File: src/rtl/vfs_pkg.sv
// rtl/vfs_pkg.sv - shared types, vector constants and preset encodings for the vector fetch sequencer
package vfs_pkg;

    typedef enum logic [1:0] {
        VK_RESET,
        VK_NMI,
        VK_IRQ
    } vec_kind_t;

    typedef enum logic [2:0] {
        IDLE,
        FETCH_LO,
        FETCH_HI,
        DONE,
        ABORT
    } state_t;

    localparam logic [7:0] VEC_NMI_LO   = 8'hFA;
    localparam logic [7:0] VEC_NMI_HI   = 8'hFB;
    localparam logic [7:0] VEC_RESET_LO = 8'hFC;
    localparam logic [7:0] VEC_RESET_HI = 8'hFD;
    localparam logic [7:0] VEC_IRQ_LO   = 8'hFE;
    localparam logic [7:0] VEC_IRQ_HI   = 8'hFF;

    // One-hot low-byte presets {FE,FD,FC,FB,FA}. $FF needs no preset: the
    // precharged low-byte bus already reads all ones, so its code is 0.
    localparam logic [4:0] ADL_FA = 5'b00001;
    localparam logic [4:0] ADL_FB = 5'b00010;
    localparam logic [4:0] ADL_FC = 5'b00100;
    localparam logic [4:0] ADL_FD = 5'b01000;
    localparam logic [4:0] ADL_FE = 5'b10000;
    localparam logic [4:0] ADL_FF = 5'b00000;

    function automatic logic [7:0] vec_lo(input vec_kind_t kind);
        case (kind)
            VK_NMI:   return VEC_NMI_LO;
            VK_RESET: return VEC_RESET_LO;
            default:  return VEC_IRQ_LO;
        endcase
    endfunction

    function automatic logic [7:0] vec_hi(input vec_kind_t kind);
        case (kind)
            VK_NMI:   return VEC_NMI_HI;
            VK_RESET: return VEC_RESET_HI;
            default:  return VEC_IRQ_HI;
        endcase
    endfunction

    function automatic logic [4:0] adl_code(input logic [7:0] vec);
        case (vec)
            8'hFA:   return ADL_FA;
            8'hFB:   return ADL_FB;
            8'hFC:   return ADL_FC;
            8'hFD:   return ADL_FD;
            8'hFE:   return ADL_FE;
            default: return ADL_FF;
        endcase
    endfunction

endpackage

File: src/rtl/vector_fetch_sequencer_nmi_edge_detector.sv
// rtl/vector_fetch_sequencer_nmi_edge_detector.sv - NMI rising-edge detector with clearable pending flag
module nmi_edge_detector (
    input  logic clk,
    input  logic rst,
    input  logic nmi_req,
    input  logic clr,
    output logic pending
);

    logic nmi_prev;
    logic pending_q;
    logic rise;

    // A fresh edge is visible as pending in the cycle it arrives, so an NMI
    // raised together with another request still wins priority.
    assign rise    = nmi_req & ~nmi_prev;
    assign pending = pending_q | rise;

    // Sample the line and hold the pending flag; when the served request is an
    // older edge and a new edge lands in the same cycle, the new edge survives.
    always_ff @(posedge clk or posedge rst) begin
        if (rst) begin
            nmi_prev  <= 1'b0;
            pending_q <= 1'b0;
        end else begin
            nmi_prev  <= nmi_req;
            pending_q <= clr ? (pending_q & rise) : (pending_q | rise);
        end
    end

endmodule

File: src/rtl/vector_fetch_sequencer.sv
// rtl/vector_fetch_sequencer.sv - fetches the RESET/NMI/IRQ/BRK vector in two beats and loads the PC
module vector_fetch_sequencer
    import vfs_pkg::*;
#(
    parameter int TIMEOUT_CYCLES = 255
) (
    input  logic        clk,
    input  logic        rst,
    input  logic        reset_req,
    input  logic        nmi_req,
    input  logic        irq_req,
    input  logic        brk_req,
    input  logic        irq_mask,
    input  logic        mem_ack,
    input  logic [7:0]  mem_data,
    output logic [4:0]  adl_sel,
    output logic        adh_ff,
    output logic        mem_req,
    output logic [15:0] pc_out,
    output logic        pc_load,
    output logic        set_i_flag,
    output logic        busy,
    output logic        timeout_err
);

    localparam logic [7:0] TMO_LAST = 8'(TIMEOUT_CYCLES - 1);

    state_t    state;
    vec_kind_t kind;
    vec_kind_t sel_kind;
    logic [7:0] tcnt;
    logic       nmi_pending;
    logic       brk_pending;
    logic       accept;
    logic       nmi_clr;
    logic       brk_irq_acc;

    nmi_edge_detector u_nmi (
        .clk     (clk),
        .rst     (rst),
        .nmi_req (nmi_req),
        .clr     (nmi_clr),
        .pending (nmi_pending)
    );

    // Priority select among the requests, only meaningful while idle.
    always_comb begin
        accept      = 1'b1;
        sel_kind    = VK_RESET;
        nmi_clr     = 1'b0;
        brk_irq_acc = 1'b0;
        if (reset_req) begin
            sel_kind = VK_RESET;
        end else if (nmi_pending) begin
            sel_kind = VK_NMI;
            nmi_clr  = 1'b1;
        end else if (brk_pending || (irq_req && !irq_mask)) begin
            sel_kind    = VK_IRQ;
            brk_irq_acc = 1'b1;
        end else begin
            accept = 1'b0;
        end
        if (state != IDLE) begin
            accept      = 1'b0;
            nmi_clr     = 1'b0;
            brk_irq_acc = 1'b0;
        end
    end

    // Sequencer: beat handshake, PC capture, abort-to-reset and beat timeout.
    always_ff @(posedge clk or posedge rst) begin
        if (rst) begin
            state       <= IDLE;
            kind        <= VK_RESET;
            adl_sel     <= 5'd0;
            adh_ff      <= 1'b0;
            mem_req     <= 1'b0;
            pc_out      <= 16'd0;
            pc_load     <= 1'b0;
            set_i_flag  <= 1'b0;
            busy        <= 1'b0;
            timeout_err <= 1'b0;
            tcnt        <= 8'd0;
            brk_pending <= 1'b0;
        end else begin
            pc_load    <= 1'b0;
            set_i_flag <= 1'b0;

            if (brk_req) begin
                brk_pending <= 1'b1;
            end else if (brk_irq_acc) begin
                brk_pending <= 1'b0;
            end

            case (state)
                IDLE: begin
                    if (accept) begin
                        kind        <= sel_kind;
                        state       <= FETCH_LO;
                        mem_req     <= 1'b1;
                        adh_ff      <= 1'b1;
                        adl_sel     <= adl_code(vec_lo(sel_kind));
                        busy        <= 1'b1;
                        tcnt        <= 8'd0;
                        timeout_err <= 1'b0;
                    end
                end
                FETCH_LO, FETCH_HI: begin
                    if (reset_req && kind != VK_RESET) begin
                        state   <= ABORT;
                        mem_req <= 1'b0;
                        adh_ff  <= 1'b0;
                        adl_sel <= 5'd0;
                    end else if (mem_ack) begin
                        tcnt <= 8'd0;
                        if (state == FETCH_LO) begin
                            pc_out[7:0] <= mem_data;
                            state       <= FETCH_HI;
                            adl_sel     <= adl_code(vec_hi(kind));
                        end else begin
                            pc_out[15:8] <= mem_data;
                            state        <= DONE;
                            mem_req      <= 1'b0;
                            adh_ff       <= 1'b0;
                            adl_sel      <= 5'd0;
                            pc_load      <= 1'b1;
                            set_i_flag   <= 1'b1;
                        end
                    end else if (tcnt == TMO_LAST) begin
                        state       <= IDLE;
                        timeout_err <= 1'b1;
                        busy        <= 1'b0;
                        mem_req     <= 1'b0;
                        adh_ff      <= 1'b0;
                        adl_sel     <= 5'd0;
                        tcnt        <= 8'd0;
                    end else begin
                        tcnt <= tcnt + 8'd1;
                    end
                end
                DONE: begin
                    state <= IDLE;
                    busy  <= 1'b0;
                end
                ABORT: begin
                    kind    <= VK_RESET;
                    state   <= FETCH_LO;
                    mem_req <= 1'b1;
                    adh_ff  <= 1'b1;
                    adl_sel <= adl_code(VEC_RESET_LO);
                    tcnt    <= 8'd0;
                end
                default: begin
                    state <= IDLE;
                    busy  <= 1'b0;
                end
            endcase
        end
    end

endmodule
File: config.mk
export PLATFORM = sky130hd
export DESIGN_NAME = vector_fetch_sequencer
export DESIGN_NICKNAME = d
export VERILOG_FILES = /design/src/rtl/vfs_pkg.sv /design/src/rtl/vector_fetch_sequencer_nmi_edge_detector.sv /design/src/rtl/vector_fetch_sequencer.sv
export SDC_FILE = /design/constraint.sdc
export NUM_CORES = 1
export LEC_CHECK = 0
export ABC_AREA = 1
export CAP_MARGIN = 30
export CORE_ASPECT_RATIO = 0.8
export CORE_UTILIZATION = 37
export CTS_CLUSTER_SIZE = 25
export DETAILED_ROUTE_END_ITERATION = 8
export GPL_ROUTABILITY_DRIVEN = 1
export SLEW_MARGIN = 5
export SYNTH_ARGS = -nofsm -noshare
export SYNTH_HDL_FRONTEND = slang
export SYNTH_HIERARCHICAL = 1
export SYNTH_SLANG_ARGS = --single-unit
File: constraint.sdc
create_clock -name clk -period 1.71 [get_ports clk]
set_input_delay 0.342 -clock clk [delete_from_list [all_inputs] [get_ports clk]]
set_output_delay 0.342 -clock clk [all_outputs]
set_load 0.005 [all_outputs]
==> results.cfg <==
[clock_tree]
cts-resized-gates = 0
cts-htree-levels = 2
clkTransAtPathRegs_ps = 80
clk_path_buf_depth = 2
clk-insertion-delay-late_ps = 290
post_cts_buffers = 0
root_buffer = clkbuf_8
cts_hold_buf = 0
tritoncts = yes
numCtsBuffers = 5
cts.sink_count = 41

[cells_and_area]
final_common_cell = nand2_1
area_delta_synth_final_pct = 35.0
insertedDiodeCount = 0
final_net_count = 324
final_cell_mix = 68 x nand2_1, 42 x clkdlybuf4s50_1, 41 x dfrtp_1
drive_gt1_share_pct = 20.5
design_area_sq_mm = 0.00283

[setup_path]
critPathSlowestCell = clkdlybuf4s50_1
crit_chain = clkdlybuf4s50_1
r2r_setup_slack_ps = 230
cp.arrival_ps = 1170
worstReg2RegEnd = tcnt[4]$_DFFE_PP0P_
r2r_start = tcnt[0]$_DFFE_PP0P_
endpoint = mem_req
cp-start-kind = register
critPathMaxFanout = 3
r2r_cells = 9
worstPathRequired_ps = 1370
critPathLaunch = mem_req$_DFFE_PP0P_
max_stage_delay_ps = 510
path_depth = 1
worstSetupPathType = register to output pin
critical-path-top-delay-family = buffers and inverters
path_buf_inv = 1
end_kind = output pin

[pwr]
seq_power_share_pct = 33.5
p_per_area_mw_per_mm2 = 1610
power.switching_mw = 1.65
p_leak_nw = 1.38
clkPwrFrac_pct = 17.9
sw_frac_of_total_pct = 36.3
ir_worst_vdd_uv = 735
internal-power_mw = 2.89
power_frac_comb_pct = 48.6
totalPowerFinal_mw = 4.55

[routing]
vias = 1717
drc_errors = 0
wl_mm = 4.30
wire_per_inst_um = 11.2
antenna_left = 0
vias_per_cell = 4.46
first_pass_iters = 5
drt-initial-drc-count = 53

[grt]
grt_pass1_wl_mm = 7.56
antenna_found_initial = 0
grtUsageMet1_pct = 23.5
grt_use_total_pct = 16.5
busiest_layer = met2
met3_usage_pct = 3.69
grt_max_degree = 40
grt_pass1_vias = 1631
gr-total-overflow = 0
met2_usage_pct = 24.2

[sta]
relSlewSlack_pct = 85.1
maxSlewViolCount = 0
min_period_ps = 1520
hold_viol = 0
setup_tns_ps = 0
min_period_over_period_pct = 88.7
finClkSkew_ps = 7.84
setup_viol = 0
fmax_mhz = 660
worst_pin_slew_ps = 223
grt_setup_unrepaired = no

[die]
initial_core_util_pct = 38.3
core_area_sq_mm = 0.00547
io_pins = 43
die_area_sq_mm = 0.00597
placementRows = 24
die_w_um = 86.1
die_h_um = 69.3

[placed_design]
placed_cell_area_sq_mm = 0.00271
place.gp.congestion = 0.831
hpwl_mm = 3.28
port_buffers = 42

[hold_path]
hold_class = input pin to async pin

[yosys]
synth_seq_cells = 41
syn_avg_cell_area_sq_um = 8.35
yosysWarnings = 6
synth.cell_area_sq_mm = 0.00210
synthesis.nets = 269
yosysSeqAreaShare_pct = 49.0
yosys.cell_types.count = 26
syn_inst = 251

[run]
maxCapViolations = 0

[outcome]
status = finished, final reports clean
-- metrics by stage --
step | utilization, % | instances | setup WS [ps] | hold slack, ps
2_1_floorplan | - | 251 | 411 | 83.2
3_3_place_gp | 49.6 | 377 | 12.6 | 465
3_5_place_dp | 49.6 | 377 | -71.3 | 467
4_1_cts | 51.8 | 385 | 175 | 210
5_1_grt | 51.8 | 385 | 44.5 | 226
6_report | 51.8 | 385 | 194 | 215
-- cells in the mapped netlist (all sizes together) --
| cell type | count | share of area (%) |
|---|---|---|
| o21ai | 25 | 8.1 |
| or2 | 3 | 0.90 |
| a21oi | 2 | 0.48 |
| nor2 | 25 | 5.9 |
| a21boi | 1 | 0.36 |
| nand3 | 23 | 7.0 |
| inv | 40 | 7.2 |
| o21bai | 2 | 0.72 |
| nor3 | 1 | 0.24 |
| nand4 | 3 | 0.90 |
| ha | 2 | 1.2 |
| dfrtp | 41 | 49 |
| o31ai | 1 | 0.36 |
| nand2 | 77 | 15 |
| buf | 5 | 2.3 |
-- flip-flops by register name, summed over array words and instances (netlist names) --
register	flops
set_i_flag	1
mem_req	1
u_nmi/pending_q	1
u_nmi/nmi_prev	1
brk_pending	1
state	3
pc_out	16
adl_sel	5
kind	2
tcnt	8
busy	1
timeout_err	1
-- power by group through the flow --
| stage | sequential (mW) | clock, mW | combinational (mW) |
|---|---|---|---|
| 3_5_place_dp | 1.54 | 0 | 2.23 |
| 6_report | 1.52 | 0.813 | 2.21 |
| 3_3_place_gp | 1.54 | 0 | 2.21 |
| 2_1_floorplan | 1.54 | 0 | 1.21 |
| 5_1_grt | 1.57 | 0.887 | 2.47 |
| 4_1_cts | 1.53 | 0.844 | 2.23 |
-- cells by family (layout without fill, tap and decap cells) --
| logic type | Yosys count | in the layout | synth area share, % |
|---|---|---|---|
| AND/OR/NAND/NOR | 132 | 132 | 30.3 |
| flip-flops | 41 | 41 | 49.0 |
| AO/OA/AOI/OAI | 31 | 31 | 10.0 |
| adder cells (fa/ha/maj) | 2 | 2 | 1.19 |
| buffers and inverters | 45 | 101 | 9.49 |
-- routing by layer --
metal  wire, um  share of wire [%]  vias up
met5          0                  0        -
met4         78                1.8        0
met3        156                3.6        7
met2       1850                 43       34
met1       2220                 52      785
li1           -                  -      891
-- how the worst min path moves through the flow --
stage	start	slack, ps	end	depth (start not counted)
6_report	rst	210	u_nmi/pending_q$_DFF_PP0_	2
3_3_place_gp	pc_out[12]$_DFFE_PP0P_	460	pc_out[12]$_DFFE_PP0P_	2
5_1_grt	rst	230	u_nmi/pending_q$_DFF_PP0_	2
3_5_place_dp	adl_sel[0]$_DFFE_PP0P_	470	adl_sel[0]$_DFFE_PP0P_	2
2_1_floorplan	rst	80	u_nmi/nmi_prev$_DFF_PP0_	1
4_1_cts	rst	210	u_nmi/pending_q$_DFF_PP0_	2
-- layout make-up --
type	count	area [sq um]
well taps	78	97.6
clock buffers	6	82.6
repair buffers	53	566
clock inverters	2	37.5
multi-input cells	165	871
flip-flops and latches	41	1030
inverters	40	150
fillers	538	2640
No activity file was read; power rests on OpenSTA's default activity.
